$ cat src/rtl/mem_port_arbiter.sv
`default_nettype none
// ============================================================================
// Module   : mem_port_arbiter
// Brief    : Two-port req/gnt arbiter in front of a single-port RAM. Supports
//            round-robin or fixed priority, bounded locking, and read-data return.
// Revision : 1.0 - initial release
// ============================================================================
module mem_port_arbiter #(
    parameter int ADDR_BITS       = 8,
    parameter int DATA_BITS       = 8,
    parameter int FIXED_PRIORITY  = 0,
    parameter int MAX_LOCK_CYCLES = 4
) (
    input  logic                 clk,
    input  logic                 reset,

    input  logic                 m0_req,
    input  logic                 m0_we,
    input  logic                 m0_lock,
    input  logic [ADDR_BITS-1:0] m0_addr,
    input  logic [DATA_BITS-1:0] m0_wdata,
    output logic                 m0_gnt,
    output logic                 m0_rvalid,
    output logic [DATA_BITS-1:0] m0_rdata,

    input  logic                 m1_req,
    input  logic                 m1_we,
    input  logic                 m1_lock,
    input  logic [ADDR_BITS-1:0] m1_addr,
    input  logic [DATA_BITS-1:0] m1_wdata,
    output logic                 m1_gnt,
    output logic                 m1_rvalid,
    output logic [DATA_BITS-1:0] m1_rdata,

    output logic                 ram_rd_en,
    output logic                 ram_wr_en,
    output logic [ADDR_BITS-1:0] ram_addr,
    output logic [DATA_BITS-1:0] ram_wr_data,
    input  logic [DATA_BITS-1:0] ram_rd_data
);

    localparam int                 c_CNT_W     = $clog2(MAX_LOCK_CYCLES + 1);
    localparam logic [c_CNT_W-1:0] c_CNT_MAX   = c_CNT_W'(MAX_LOCK_CYCLES);
    localparam logic [c_CNT_W-1:0] c_CNT_ONE   = c_CNT_W'(1);

    localparam logic [1:0] c_UNLOCKED = 2'd0;
    localparam logic [1:0] c_LOCKED_0 = 2'd1;
    localparam logic [1:0] c_LOCKED_1 = 2'd2;

    logic [1:0]           r_state;
    logic [c_CNT_W-1:0]   r_lock_cnt;
    logic                 r_last_grant;
    logic                 r_force_other;
    logic                 r_rd_pending;
    logic                 r_rd_owner;

    logic                 w_gnt0;
    logic                 w_gnt1;
    logic                 w_xfer;
    logic                 w_xfer_port;
    logic                 w_xfer_we;
    logic                 w_xfer_lock;
    logic [ADDR_BITS-1:0] w_xfer_addr;
    logic [DATA_BITS-1:0] w_xfer_wdata;
    logic                 w_owner_req;
    logic [c_CNT_W-1:0]   w_cnt_next;

    // Grant decision; r_force_other makes the master that just lost a forced
    // lock yield a contested cycle even under fixed priority.
    always_comb begin
        w_gnt0 = 1'b0;
        w_gnt1 = 1'b0;
        if (!reset) begin
            case (r_state)
                c_LOCKED_0: w_gnt0 = m0_req;
                c_LOCKED_1: w_gnt1 = m1_req;
                default: begin
                    if (m0_req && m1_req) begin
                        if (r_force_other || (FIXED_PRIORITY == 0)) begin
                            w_gnt0 = r_last_grant;
                            w_gnt1 = !r_last_grant;
                        end else begin
                            w_gnt0 = 1'b1;
                        end
                    end else begin
                        w_gnt0 = m0_req;
                        w_gnt1 = m1_req;
                    end
                end
            endcase
        end
    end

    assign w_xfer       = w_gnt0 | w_gnt1;
    assign w_xfer_port  = w_gnt1;
    assign w_xfer_we    = w_gnt1 ? m1_we    : m0_we;
    assign w_xfer_lock  = w_gnt1 ? m1_lock  : m0_lock;
    assign w_xfer_addr  = w_gnt1 ? m1_addr  : m0_addr;
    assign w_xfer_wdata = w_gnt1 ? m1_wdata : m0_wdata;
    assign w_owner_req  = (r_state == c_LOCKED_1) ? m1_req : m0_req;
    assign w_cnt_next   = r_lock_cnt + c_CNT_ONE;

    assign ram_rd_en   = w_xfer && !w_xfer_we;
    assign ram_wr_en   = w_xfer && w_xfer_we;
    assign ram_addr    = w_xfer ? w_xfer_addr : '0;
    assign ram_wr_data = (w_xfer && w_xfer_we) ? w_xfer_wdata : '0;

    assign m0_gnt    = w_gnt0;
    assign m1_gnt    = w_gnt1;
    assign m0_rvalid = !reset && r_rd_pending && !r_rd_owner;
    assign m1_rvalid = !reset && r_rd_pending && r_rd_owner;
    assign m0_rdata  = m0_rvalid ? ram_rd_data : '0;
    assign m1_rdata  = m1_rvalid ? ram_rd_data : '0;

    always_ff @(posedge clk) begin
        if (reset) begin
            r_state       <= c_UNLOCKED;
            r_lock_cnt    <= '0;
            r_last_grant  <= 1'b1;
            r_force_other <= 1'b0;
            r_rd_pending  <= 1'b0;
            r_rd_owner    <= 1'b0;
        end else begin
            r_force_other <= 1'b0;
            r_rd_pending  <= w_xfer && !w_xfer_we;
            if (w_xfer) begin
                r_rd_owner   <= w_xfer_port;
                r_last_grant <= w_xfer_port;
            end
            case (r_state)
                c_UNLOCKED: begin
                    if (w_xfer && w_xfer_lock) begin
                        // A one-beat limit means the lock expires on its first beat.
                        if (MAX_LOCK_CYCLES <= 1) begin
                            r_force_other <= 1'b1;
                        end else begin
                            r_state    <= w_xfer_port ? c_LOCKED_1 : c_LOCKED_0;
                            r_lock_cnt <= c_CNT_ONE;
                        end
                    end
                end
                c_LOCKED_0, c_LOCKED_1: begin
                    if (!w_owner_req || !w_xfer_lock) begin
                        r_state    <= c_UNLOCKED;
                        r_lock_cnt <= '0;
                    end else if (w_cnt_next >= c_CNT_MAX) begin
                        r_state       <= c_UNLOCKED;
                        r_lock_cnt    <= '0;
                        r_force_other <= 1'b1;
                    end else begin
                        r_lock_cnt <= w_cnt_next;
                    end
                end
                default: begin
                    r_state    <= c_UNLOCKED;
                    r_lock_cnt <= '0;
                end
            endcase
        end
    end

endmodule
`default_nettype wire

$ cat config.mk
export PLATFORM = sky130hd
export DESIGN_NAME = mem_port_arbiter
export DESIGN_NICKNAME = d
export VERILOG_FILES = /design/src/rtl/mem_port_arbiter.sv
export SDC_FILE = /design/constraint.sdc
export NUM_CORES = 1
export LEC_CHECK = 0
export BUFFER_PORTS_ARGS = -buffer_cell sky130_fd_sc_hd__clkbuf_2
export CAP_MARGIN = 20
export CORE_ASPECT_RATIO = 0.7
export CORE_MARGIN = 2
export CORE_UTILIZATION = 33
export DETAILED_ROUTE_END_ITERATION = 10
export MAX_ROUTING_LAYER = met4
export PLACE_DENSITY = 0.86
export SYNTH_ARGS = -nofsm -noshare
export SYNTH_HDL_FRONTEND = slang
export SYNTH_SLANG_ARGS = --single-unit
$ cat constraint.sdc
create_clock -name clk -period 1.95 [get_ports clk]
set_input_delay 0.2925 -clock clk [delete_from_list [all_inputs] [get_ports clk]]
set_output_delay 0.2925 -clock clk [all_outputs]
set_load 0.02 [all_outputs]
# Word-level counts from Yosys, hierarchy flattened
# Index checks and enable logic that the tools add are counted.
[op_classes]
n_eq_ne = 4
reduce_logical = 17
muxes = 24
bitwise_logic = 1
div_mod_pow = 0
shifts = 0
magnitude_cmp = 1
n_mul = 0
addsub = 1
[ops]
columns = ["op", "count"]
rows = [
  ["8-bit two-way mux", 6],
  ["3-bit two-way mux", 3],
  ["2-bit two-way mux", 4],
  ["1-bit logical AND", 7],
  ["1-bit two-way mux", 7],
  ["1-bit logical NOT", 6],
  ["3-bit case mux with 2 select lines", 1],
  ["1-bit case mux with 2 select lines", 2],
  ["2-bit case mux with 2 select lines", 1],
  ["3-bit by 1-bit adder with 3-bit output, second input constant", 1],
  ["3-bit greater-or-equal comparator, second input constant", 1],
  ["3-bit inequality test, second input constant", 1],
  ["2-bit by 1-bit equality test with 1-bit output, second input constant", 1],
  ["2-bit equality test, second input constant", 1],
  ["2-bit logical NOT", 1],
  ["2-bit inequality test, second input constant", 1],
  ["2-bit AND reduction", 1],
  ["2-bit OR reduction", 1],
  ["1-bit logical OR", 1],
  ["1-bit OR", 1],
]
[word_totals]
wordCells = 53
romBits = 0
ram_bits = 0
latchBits = 0
output_inout_bits = 38
ff_bits = 8
input_bits = 48
mem_count = 0

# Logic depth before layout (Yosys ltp)
# Gate-level depths: netlist (run 1).
[depth]
word_depth = 9
ltp_mapped = 9
mapped_depth_nobuf = 8

# Worst setup path after synthesis (run 1)
# No wires, ideal clock.
[synth_timing]
path_type = "register -> output"
from = "register r_state[0]"
to = "output port ram_wr_data[6]"
t_arrival_ns = 2.033
setup_slack_ns = -0.376
n_path_buf = 2
path_stages_with_launch = 10
t_required_ns = 1.657
cell_sequence = "dfxtp_1 -> inv_1 -> ha_1 -> or2b_1 -> nand3_1 -> inv_2 -> buf_2 -> buf_2 -> nand2_1 -> a21oi_1"
[synth_via]
elab_chain_cells = 6
word_cells_on_any_way = 11
classes_between = "eq/ne (2); mux (7); bitwise (1); reduce/logical (1)"
[synth_lines]
columns = ["element", "line", "text"]
rows = [
  ["start: declaration", "50", "logic [1:0] r_state;"],
  ["start signal: assignment", "117", "r_state <= c_UNLOCKED;"],
  ["start signal: assignment", "137", "r_state <= w_xfer_port ? c_LOCKED_1 : c_LOCKED_0;"],
  ["start signal: assignment", "144", "r_state <= c_UNLOCKED;"],
  ["2-bit equality test or 2-bit by 1-bit equality test with 1-bit output (tied branches)", "74", "case (r_state)"],
  ["1-bit case mux with 2 select lines *", "74", ""],
  ["1-bit two-way mux *", "73", "if (!reset) begin"],
  ["named net m1_gnt", "31", "output logic m1_gnt,"],
  ["1-bit OR or 1-bit two-way mux (tied branches)", "94, 96", ""],
  ["1-bit logical AND", "106", "assign ram_wr_data = (w_xfer && w_xfer_we) ? w_xfer_wdata : '0;"],
  ["8-bit two-way mux *", "106", ""],
  ["end: declaration", "38", "output logic [DATA_BITS-1:0] ram_wr_data,"],
]
# Mark *: on every way through the listed nets, which the timed path passes. The rest lies on a longest branch.

# Worst setup path after layout (run 1)
[layout_timing]
from = "register r_state[0]"
to = "output port ram_wr_data[7]"
[layout_via]
elab_chain_cells = 6
word_cells_on_any_way = 11
classes_between = "eq/ne (2); mux (7); bitwise (1); reduce/logical (1)"
[layout_lines]
columns = ["element", "line"]
rows = [
  ["2-bit equality test or 2-bit by 1-bit equality test with 1-bit output (tied branches)", "74"],
  ["1-bit case mux with 2 select lines", "74"],
  ["1-bit two-way mux", "73"],
  ["1-bit OR or 1-bit two-way mux (tied branches)", "94, 96"],
  ["1-bit logical AND", "106"],
  ["8-bit two-way mux *", "106"],
]
# Mark *: on every way between the ends. The rest lies on a longest branch, timed or not.

==> impl_metrics.env, run 1 <==
export IMPL_slew_limit_headroom_pct=73.3
export IMPL_min_from="m1_we"
export IMPL_slowest_delay_ns=0.33
export IMPL_grt_overflow=0
export IMPL_hold_class="primary input to flip-flop"
export IMPL_tritoncts="done"
export IMPL_layout_common_cells="clkbuf_2 (76), nand2_1 (37), and2_1 (16)"
export IMPL_synth_fa_ha_area_share_pct=6.99
export IMPL_tns_ns=-4.79
export IMPL_clock_sinks=8
export IMPL_syn_cell_area_um2=895
export IMPL_skew_ns=0.00254
export IMPL_slowest_stage="dfxtp_2"
export IMPL_leakagePower_uw=0.000947
export IMPL_synthSimpleGateAreaFrac_pct=49.7
export IMPL_mostFrequentLayoutCell="clkbuf_2"
export IMPL_hold_depth=2
export IMPL_cp_required_ns=1.66
export IMPL_fin_ws_ns=-0.313
export IMPL_drtAntennaViolNets=0
export IMPL_area_delta_synth_final_pct=105
export IMPL_placedCellCount=263
export IMPL_hpwl_um=2650
export IMPL_io_pins=86
export IMPL_muxShareOfSynthArea_pct=1.26
export IMPL_core_um2=2510
export IMPL_cp_start_kind="flip-flop"
export IMPL_cp_top_family="simple AND/OR/NAND/NOR gates"
export IMPL_portBuffers=85
export IMPL_wire_per_inst_um=13.7
export IMPL_drt_iter0_markers=44
export IMPL_tightest_slew_ns=0.399
export IMPL_path_clk_slew_ns=0.04
export IMPL_yosysWarnings=0
export IMPL_violations="negative setup slack"
export IMPL_cp_arrival_ns=1.97
export IMPL_sw_frac_of_total_pct=44.1
export IMPL_first_pass_iters=4
export IMPL_synth_compound_area_share_pct=17.3
export IMPL_pwr_density_cell_nw_per_um2=806
export IMPL_setup_viol=24
export IMPL_status="finished with violations"
export IMPL_cts_root_buf="clkbuf_8"
export IMPL_antenna_found_initial=0
export IMPL_r2r_cells=9
export IMPL_final_cells=271
export IMPL_seq_area_frac_synth_pct=17.9
export IMPL_clock_latency_ns=0.23
export IMPL_final_min_clock_period_ns=2.26
export IMPL_die_w_um=66.2
export IMPL_p_total_uw=1480
export IMPL_comb_power_share_pct=71.2
export IMPL_fp_row_count=15
export IMPL_initial_core_util_pct=35.6
export IMPL_drv_slew=0
export IMPL_viasPerCell=4.97
export IMPL_gp_congestion=0.775
export IMPL_critPathKind="flip-flop to primary output"
export IMPL_pwr_share_seq_pct=15.3
export IMPL_end_kind="primary output"
export IMPL_rr_endpoint="r_state[0]$_SDFFE_PP0P_"
export IMPL_cts_htree_levels=1
export IMPL_layout_nets=292
export IMPL_crit_chain="inv_2 > ha_4 > or2b_1 > nand3_4 > and3_4 > a21oi_4 > buf_12 > a21oi_2 > clkbuf_8"
export IMPL_synth_xor_area_share_pct=0.979
export IMPL_clkPwrFrac_pct=13.6
export IMPL_p_sw_uw=652
export IMPL_die_h_um=47.6
export IMPL_synthCells=136
export IMPL_grt_use_total_pct=23.4
export IMPL_crit_buf_inv=3
export IMPL_clock_tree_buffer_depth=2
export IMPL_worstPathMaxFanout=8
export IMPL_timing_hold_worst_endpoint="r_rd_pending$_SDFF_PP0_"
export IMPL_layout_drive_gt1_share_pct=59.1
export IMPL_synth_top_family_by_area="simple AND/OR/NAND/NOR gates"
export IMPL_cts_buffers=3
export IMPL_rrSetupSlack_ns=-0.21
export IMPL_fp_dieArea_um2=3150
export IMPL_cap_viol_max_count=0
export IMPL_syn_num_nets=189
export IMPL_final_period_utilization_pct=116
export IMPL_synth_cell_types=34
export IMPL_dr_total_vias=1348
export IMPL_grt_pass1_wl_um=5360
export IMPL_hold_violations=0
export IMPL_drc=0
export IMPL_grt_pass1_vias=1186
export IMPL_holdBufCountCts=0
export IMPL_finalWirelength_um=3720
export IMPL_antenna_diode_count=0
export IMPL_synth_seq_cells=8
export IMPL_ir_worst_vdd_mv=0.341
export IMPL_fmax_ghz=0.442
export IMPL_r2r_start="r_state[0]$_SDFFE_PP0P_"
export IMPL_grt_max_degree=15
export IMPL_internal_power_uw=826
export IMPL_syn_area_per_cell_um2=6.58
export IMPL_final_core_util_pct=72.9
export IMPL_rsz0062_at_grt="yes"
## power by group through the flow
stage | Sequential (uW) | Combinational (uW) | Clock, uW
after floorplan | 224 | 524 | 0
after global placement | 223 | 793 | 0
after detailed placement | 224 | 815 | 0
after CTS | 222 | 952 | 204
after global routing | 229 | 1120 | 217
final | 225 | 1050 | 200
## registers in the layout (all words and copies together), names as in the netlist
name,flops
r_rd_owner,1
r_rd_pending,1
r_lock_cnt,3
r_last_grant,1
r_state,2
## how the worst max path moves through the flow
stage | slack [ns] | cells past startpoint | endpoint | from
after global placement | 0.01 | 9 | ram_wr_data[5] | r_state[0]$_SDFFE_PP0P_
final | -0.31 | 9 | ram_wr_data[7] | r_state[0]$_SDFFE_PP0P_
after detailed placement | -0.04 | 9 | ram_wr_data[6] | r_state[0]$_SDFFE_PP0P_
after global routing | -0.38 | 9 | ram_wr_data[7] | r_state[1]$_SDFFE_PP0P_
after floorplan | -0.11 | 8 | ram_wr_en | r_state[0]$_SDFFE_PP0P_
after CTS | -0.25 | 9 | ram_wr_data[6] | r_state[0]$_SDFFE_PP0P_
## through the flow
stage	instance area, um2	hold WS, ns	setup WS (ns)
floorplan	1020	0.392	-0.112
global placement	1580	0.446	0.0116
detailed placement	1580	0.458	-0.0386
finish	1830	0.343	-0.313
global route	1830	0.346	-0.382
CTS	1770	0.342	-0.251
## layout make-up
class                   instances  area [um2]
multi-input cells             115         882
well taps                      34        42.5
repair buffers                104         678
fillers                       218         682
flip-flops and latches          8         163
clock buffers                   3        41.3
inverters                       7        26.3
## cells in the mapped netlist (all sizes together)
cell type	number	area, um2
mux2	1	11.3
and2	16	100
a211oi	1	7.51
buf	3	15.0
nand2	37	139
and3	1	6.26
nor2b	3	18.8
o41ai	2	25.0
or3	2	12.5
nor4	1	21.3
nor2	3	11.3
and3b	2	17.5
nor3	1	5.00
a31oi	1	12.5
nand3	9	45.0
nand4	1	6.26
ha	5	62.6
a2111oi	1	8.76
dfxtp	8	160
nand2b	2	12.5
o21ai	6	30.0
a21oi	12	63.8
clkbuf	3	11.3
nand4bb	1	11.3
nand3b	3	22.5
inv	7	26.3
nor3b	1	7.51
xor2	1	8.76
or2b	1	7.51
o31ai	1	7.51
## metal layers
| layer | track usage [%] | wire length [um] | share of wire, % | vias up |
|---|---|---|---|---|
| li1 | - | - | - | 662 |
| met4 | 6.94 | 63 | 1.7 | 0 |
| met2 | 38.2 | 1900 | 51 | 54 |
| met3 | 4.00 | 175 | 4.7 | 6 |
| met5 | - | 0 | 0 | - |
| met1 | 30.4 | 1570 | 42 | 626 |
## cells by family after synthesis
family / Yosys count
and+or+nand+nor: 84
AOI/OAI and AO/OA: 24
buffers and inverters: 13
DFF: 8
adders and majority gates: 5
xor gates and xnor gates: 1
muxes: 1
## timing repair
action	in CTS	in global routing
pin swaps	10	7
endpoints found under the hold margin	0	0
setup buffers	5	2
setup endpoints to repair	21	25
cloned	0	0
gates resized for setup	27	19
No activity file was read; power rests on OpenSTA's default activity.
==> run 2, diff against run 1 <==
--- a/config.mk
+++ b/config.mk
@@ -9,10 +9,12 @@
 export CAP_MARGIN = 20
 export CORE_ASPECT_RATIO = 0.7
 export CORE_MARGIN = 2
-export CORE_UTILIZATION = 33
+export CORE_UTILIZATION = 39
 export DETAILED_ROUTE_END_ITERATION = 10
 export MAX_ROUTING_LAYER = met4
-export PLACE_DENSITY = 0.86
+export PLACE_DENSITY = 0.94
+export SLEW_MARGIN = 20
 export SYNTH_ARGS = -nofsm -noshare
 export SYNTH_HDL_FRONTEND = slang
 export SYNTH_SLANG_ARGS = --single-unit
+export TNS_END_PERCENT = 20
==> constraint.sdc (replaced) <==
create_clock -name clk -period 2.8 [get_ports clk]
set_input_delay 0.42 -clock clk [delete_from_list [all_inputs] [get_ports clk]]
set_output_delay 0.42 -clock clk [all_outputs]
set_load 0.02 [all_outputs]
==> run 2 against run 1 <==
Compared with the run above:
- the run now ends clean
- clock power decreased by 57%
- sequential share of layout area rose by 2.5 points
- final area shrank 23%
==> impl_metrics.env, run 2 (same netlist as run 1, synthesis figures left out) <==
export IMPL_hpwl_um=2390
export IMPL_setup_viol=0
export IMPL_cp_arrival_ns=2.16
export IMPL_slowest_stage="dfxtp_1"
export IMPL_die_h_um=44.1
export IMPL_fin_ws_ns=0.223
export IMPL_critPathKind="flip-flop to primary output"
export IMPL_clock_tree_buffer_depth=2
export IMPL_layout_drive_gt1_share_pct=45.2
export IMPL_hold_class="primary input to flip-flop"
export IMPL_antenna_diode_count=0
export IMPL_drt_iter0_markers=37
export IMPL_initial_core_util_pct=41.5
export IMPL_cap_viol_max_count=0
export IMPL_regMostFlops="r_lock_cnt"
export IMPL_crit_top_cell="buf_4"
export IMPL_viasPerCell=4.97
export IMPL_holdBufCountCts=0
export IMPL_fp_row_count=14
export IMPL_cts_buffers=3
export IMPL_grt_pass1_wl_um=4360
export IMPL_io_pins=86
export IMPL_gp_congestion=0.816
export IMPL_fp_dieArea_um2=2700
export IMPL_core_um2=2150
export IMPL_area_delta_synth_final_pct=57.2
export IMPL_cts_root_buf="clkbuf_4"
export IMPL_p_total_uw=712
export IMPL_grt_overflow=0
export IMPL_cp_start_kind="flip-flop"
export IMPL_clock_latency_ns=0.25
export IMPL_dp_slack_ns=0.198
export IMPL_antenna_found_initial=0
export IMPL_worstPathMaxFanout=11
export IMPL_crit_buf_inv=4
export IMPL_leakagePower_uw=0.000804
export IMPL_hold_depth=2
export IMPL_slew_limit_headroom_pct=50.3
export IMPL_die_w_um=61.2
export IMPL_cts_htree_levels=1
export IMPL_tritoncts="done"
export IMPL_skew_ns=0.00453
export IMPL_largest_reg_flops=3
export IMPL_hold_violations=0
export IMPL_cp_required_ns=2.38
export IMPL_biggestRegsByFlops="r_lock_cnt x3, r_state x2"
export IMPL_pwr_density_cell_nw_per_um2=506
export IMPL_mostFrequentLayoutCell="clkbuf_2"
export IMPL_slowest_delay_ns=0.38
export IMPL_r2r_cells=8
export IMPL_final_min_clock_period_ns=2.58
export IMPL_finalWirelength_um=2890
export IMPL_grt_use_total_pct=21.8
export IMPL_drc=0
export IMPL_path_clk_slew_ns=0.06
export IMPL_first_pass_iters=4
export IMPL_status="finished, final reports clean"
export IMPL_ir_worst_vdd_mv=0.256
export IMPL_grt_pass1_vias=1081
export IMPL_tightest_slew_ns=0.740
export IMPL_fmax_ghz=0.388
export IMPL_drv_slew=0
export IMPL_final_period_utilization_pct=92.0
export IMPL_crit_chain="inv_1 > ha_4 > or2b_1 > nand3_2 > inv_2 > buf_4 > nor2_1 > nand2_1 > o21ai_1 > buf_4"
export IMPL_portBuffers=85
export IMPL_clock_sinks=8
export IMPL_cp_top_family="buffers and inverters"
export IMPL_end_kind="primary output"
export IMPL_layout_common_cells="clkbuf_2 (84), nand2_1 (37), and2_1 (16)"
export IMPL_layout_nets=276
export IMPL_grt_max_degree=21
export IMPL_drtAntennaViolNets=0
export IMPL_worstSetupPathDepth=10
export IMPL_wire_per_inst_um=11.4
export IMPL_dr_total_vias=1258
## run 2: power breakdown
part	switching, uW	internal, uW
clock	37.3	48.9
combinational	281	188
sequential	18.7	137
total	337	375
## run 2: final timing paths
path                               from                         end  slack (ns)
min                               m1_we     r_rd_pending$_SDFF_PP0_        0.42
max reg2reg     r_state[1]$_SDFFE_PP0P_     r_state[1]$_SDFFE_PP0P_        0.52
min reg2reg  r_lock_cnt[1]$_SDFFE_PP0P_  r_lock_cnt[1]$_SDFFE_PP0P_        0.47
max             r_state[1]$_SDFFE_PP0P_                   ram_rd_en        0.22
## run 2: metal layers
| layer | part of all wire, % | vias to the layer above | track usage (%) | routed length (um) |
|---|---|---|---|---|
| li1 | - | 632 | - | - |
| met1 | 41 | 560 | 24.5 | 1190 |
| met2 | 50 | 60 | 37.9 | 1440 |
| met3 | 7.8 | 6 | 3.80 | 226 |
| met4 | 1.5 | 0 | 9.13 | 42 |
| met5 | 0 | - | - | 0 |
## run 2: through the flow
stage	util, %	TNS, ns	std cells	instance area, um2	hold WS, ns
final	65.3	0	253	1410	0.420
after global routing	65.3	-0.00139	253	1410	0.432
after CTS	64.0	0	253	1380	0.393
after detailed placement	62.6	0	249	1350	0.458
after global placement	62.6	0	249	1350	0.449
after floorplan	-	0	136	895	0.436
## run 2: cell type report
class | count | area [um2]
fill | 195 | 748
sequential | 8 | 160
timing repair buffer | 88 | 450
multi-input combinational | 115 | 707
clock buffer | 3 | 22.5
tap | 32 | 40.0
inverter | 7 | 26.3
## run 2: what timing repair did
item / CTS / global route
pin swaps: 1 / 0
setup endpoints to repair: 9 / 15
gates resized for setup: 0 / 6
cloned: 0 / 0
buffers inserted: 1 / 0
## run 2: worst reg2reg max path, cell delays in order, from the launching register on
cell and delay [ns]:
dfxtp_1 0.38, inv_1 0.11, ha_4 0.31, or2b_1 0.25, nand3_2 0.14, buf_4 0.25, a31oi_2 0.22, or3_1 0.41
a21oi_1 0.13
==> run 3, diff against run 2 <==
--- a/config.mk
+++ b/config.mk
@@ -12,7 +12,7 @@
 export CORE_UTILIZATION = 39
 export DETAILED_ROUTE_END_ITERATION = 10
 export MAX_ROUTING_LAYER = met4
-export PLACE_DENSITY = 0.94
+export PLACE_DENSITY = 0.85
 export SLEW_MARGIN = 20
 export SYNTH_ARGS = -nofsm -noshare
 export SYNTH_HDL_FRONTEND = slang
==> run 3 against run 2 <==
Compared with the run above:
- clock skew up 0.0011 ns
- clock power up 0.7%
- register-to-register slack worse by 0.11 ns
- sequential power about the same
- via count down 3.0%
- final area up 0.89%
- sequential share of layout area down 0.10 points
==> impl_metrics.env, run 3 (same netlist as run 1, synthesis figures left out) <==
export IMPL_status="finished, final reports clean"
export IMPL_grt_use_total_pct=20.1
export IMPL_place_area_um2=1350
export IMPL_ir_worst_vdd_mv=0.263
export IMPL_clock_sinks=8
export IMPL_largest_reg_flops=3
export IMPL_path_clk_slew_ns=0.06
export IMPL_setup_viol=0
export IMPL_cp_start_kind="flip-flop"
export IMPL_end_kind="primary output"
export IMPL_slowest_stage="dfxtp_1"
export IMPL_regMostFlops="r_lock_cnt"
export IMPL_fin_ws_ns=0.145
export IMPL_p_total_uw=699
export IMPL_viasPerCell=4.80
export IMPL_hpwl_um=2250
export IMPL_drv_slew=0
export IMPL_clock_latency_ns=0.25
export IMPL_fp_dieArea_um2=2700
export IMPL_antenna_found_initial=0
export IMPL_cts_root_buf="clkbuf_4"
export IMPL_slew_limit_headroom_pct=57.6
export IMPL_antenna_diode_count=0
export IMPL_timing_hold_ws_ns=0.453
export IMPL_dp_slack_ns=0.196
export IMPL_fp_row_count=14
export IMPL_slowest_delay_ns=0.39
export IMPL_hold_depth=2
export IMPL_rrSetupSlack_ns=0.41
export IMPL_finalWirelength_um=2750
export IMPL_crit_chain="inv_1 > ha_1 > nor2b_1 > nor4_4 > and3_4 > a21oi_2 > a21oi_1 > clkbuf_2"
export IMPL_dr_total_vias=1220
export IMPL_worstPathMaxFanout=7
export IMPL_cts_htree_levels=1
export IMPL_leakagePower_uw=0.000804
export IMPL_critPathLaunch="r_state[0]$_SDFFE_PP0P_"
export IMPL_pwr_density_cell_nw_per_um2=493
export IMPL_rr_endpoint="r_state[1]$_SDFFE_PP0P_"
export IMPL_r2r_cells=8
export IMPL_clock_tree_buffer_depth=2
export IMPL_grt_pass1_wl_um=3990
export IMPL_mostFrequentLayoutCell="clkbuf_2"
export IMPL_seq_area_um2=160
export IMPL_holdBufCountCts=0
export IMPL_gp_congestion=0.816
export IMPL_area_delta_synth_final_pct=58.6
export IMPL_final_area_um2=1420
export IMPL_r2r_start="r_state[0]$_SDFFE_PP0P_"
export IMPL_hold_class="primary input to flip-flop"
export IMPL_tightest_slew_ns=0.631
export IMPL_cts_buffers=3
export IMPL_final_period_utilization_pct=94.8
export IMPL_first_pass_iters=5
export IMPL_multi_input_area_um2=713
export IMPL_cp_arrival_ns=2.24
export IMPL_fmax_ghz=0.377
export IMPL_tritoncts="done"
export IMPL_skew_ns=0.00562
export IMPL_cap_viol_max_count=0
export IMPL_wire_per_inst_um=10.8
export IMPL_die_w_um=61.2
export IMPL_core_um2=2150
export IMPL_layout_nets=277
export IMPL_critPathKind="flip-flop to primary output"
export IMPL_layout_common_cells="clkbuf_2 (85), nand2_1 (37), and2_1 (16)"
export IMPL_fillerInstances=212
export IMPL_initial_core_util_pct=41.5
export IMPL_grt_overflow=0
export IMPL_cp_required_ns=2.38
export IMPL_layout_drive_gt1_share_pct=45.9
export IMPL_hold_violations=0
export IMPL_drt_iter0_markers=6
export IMPL_io_pins=86
export IMPL_drtAntennaViolNets=0
export IMPL_portBuffers=85
export IMPL_cp_endpoint="ram_wr_data[1]"
export IMPL_grt_max_degree=21
export IMPL_grt_pass1_vias=1022
export IMPL_final_min_clock_period_ns=2.66
export IMPL_biggestRegsByFlops="r_lock_cnt x3, r_state x2"
export IMPL_drc=0
export IMPL_die_h_um=44.1
==> run 3: cell count changes in the layout (fill, tap and decap cells not counted), sizes merged <==
cell / change
a21oi: +1
inv: -1
clkinv: +1
buf: -1
clkbuf: +1
==> run 3: power by group <==
group,internal (uW),switching [uW]
clock,49.0,37.9
combinational,178,278
sequential,137,18.8
total,364,335
==> run 3: worst min path at each step <==
stage	start	to
6_report	m1_we	r_rd_pending$_SDFF_PP0_
2_1_floorplan	r_lock_cnt[1]$_SDFFE_PP0P_	r_lock_cnt[1]$_SDFFE_PP0P_
5_1_grt	m1_we	r_rd_pending$_SDFF_PP0_
3_5_place_dp	r_lock_cnt[1]$_SDFFE_PP0P_	r_lock_cnt[1]$_SDFFE_PP0P_
4_1_cts	m1_we	r_rd_pending$_SDFF_PP0_
3_3_place_gp	r_lock_cnt[1]$_SDFFE_PP0P_	r_lock_cnt[1]$_SDFFE_PP0P_
==> run 3: critical path: cells and delay by family, from the launching register on <==
family | cells | cell delay (ns)
AO/OA/AOI/OAI | 2 | 0.19
adder cells (fa/ha/maj) | 1 | 0.38
buffers and inverters | 2 | 0.27
flip-flops | 1 | 0.39
AND/OR/NAND/NOR | 3 | 0.74
==> run 3: routing by layer <==
layer | track usage [%] | part of all wire [%]
met4 | 5.22 | 0.84
met3 | 2.05 | 10
met2 | 34.9 | 47
met5 | - | 0
met1 | 24.9 | 42
==> run 3: cell type report <==
class | count | share of cell area, %
clock buffers | 3 | 1.59
inverters | 7 | 2.20
multi-input cells | 116 | 50.3
flip-flops and latches | 8 | 11.3
well taps | 32 | 2.82
repair buffers | 88 | 31.8
==> run 3: metrics by stage <==
| step | utilization (%) | setup TNS (ns) | instances |
|---|---|---|---|
| global placement | 62.6 | 0 | 249 |
| detailed placement | 62.6 | 0 | 249 |
| global route | 65.9 | -0.0106 | 254 |
| CTS | 64.0 | 0 | 253 |
| floorplan | - | 0 | 136 |
| finish | 65.9 | 0 | 254 |
==> run 3: repair_timing <==
action                     4_1_cts  5_1_grt
buffers inserted                 1        0
setup endpoints to repair        8        9
pin swaps                        1        0
gates resized for setup          0        7
gates cloned                     0        1
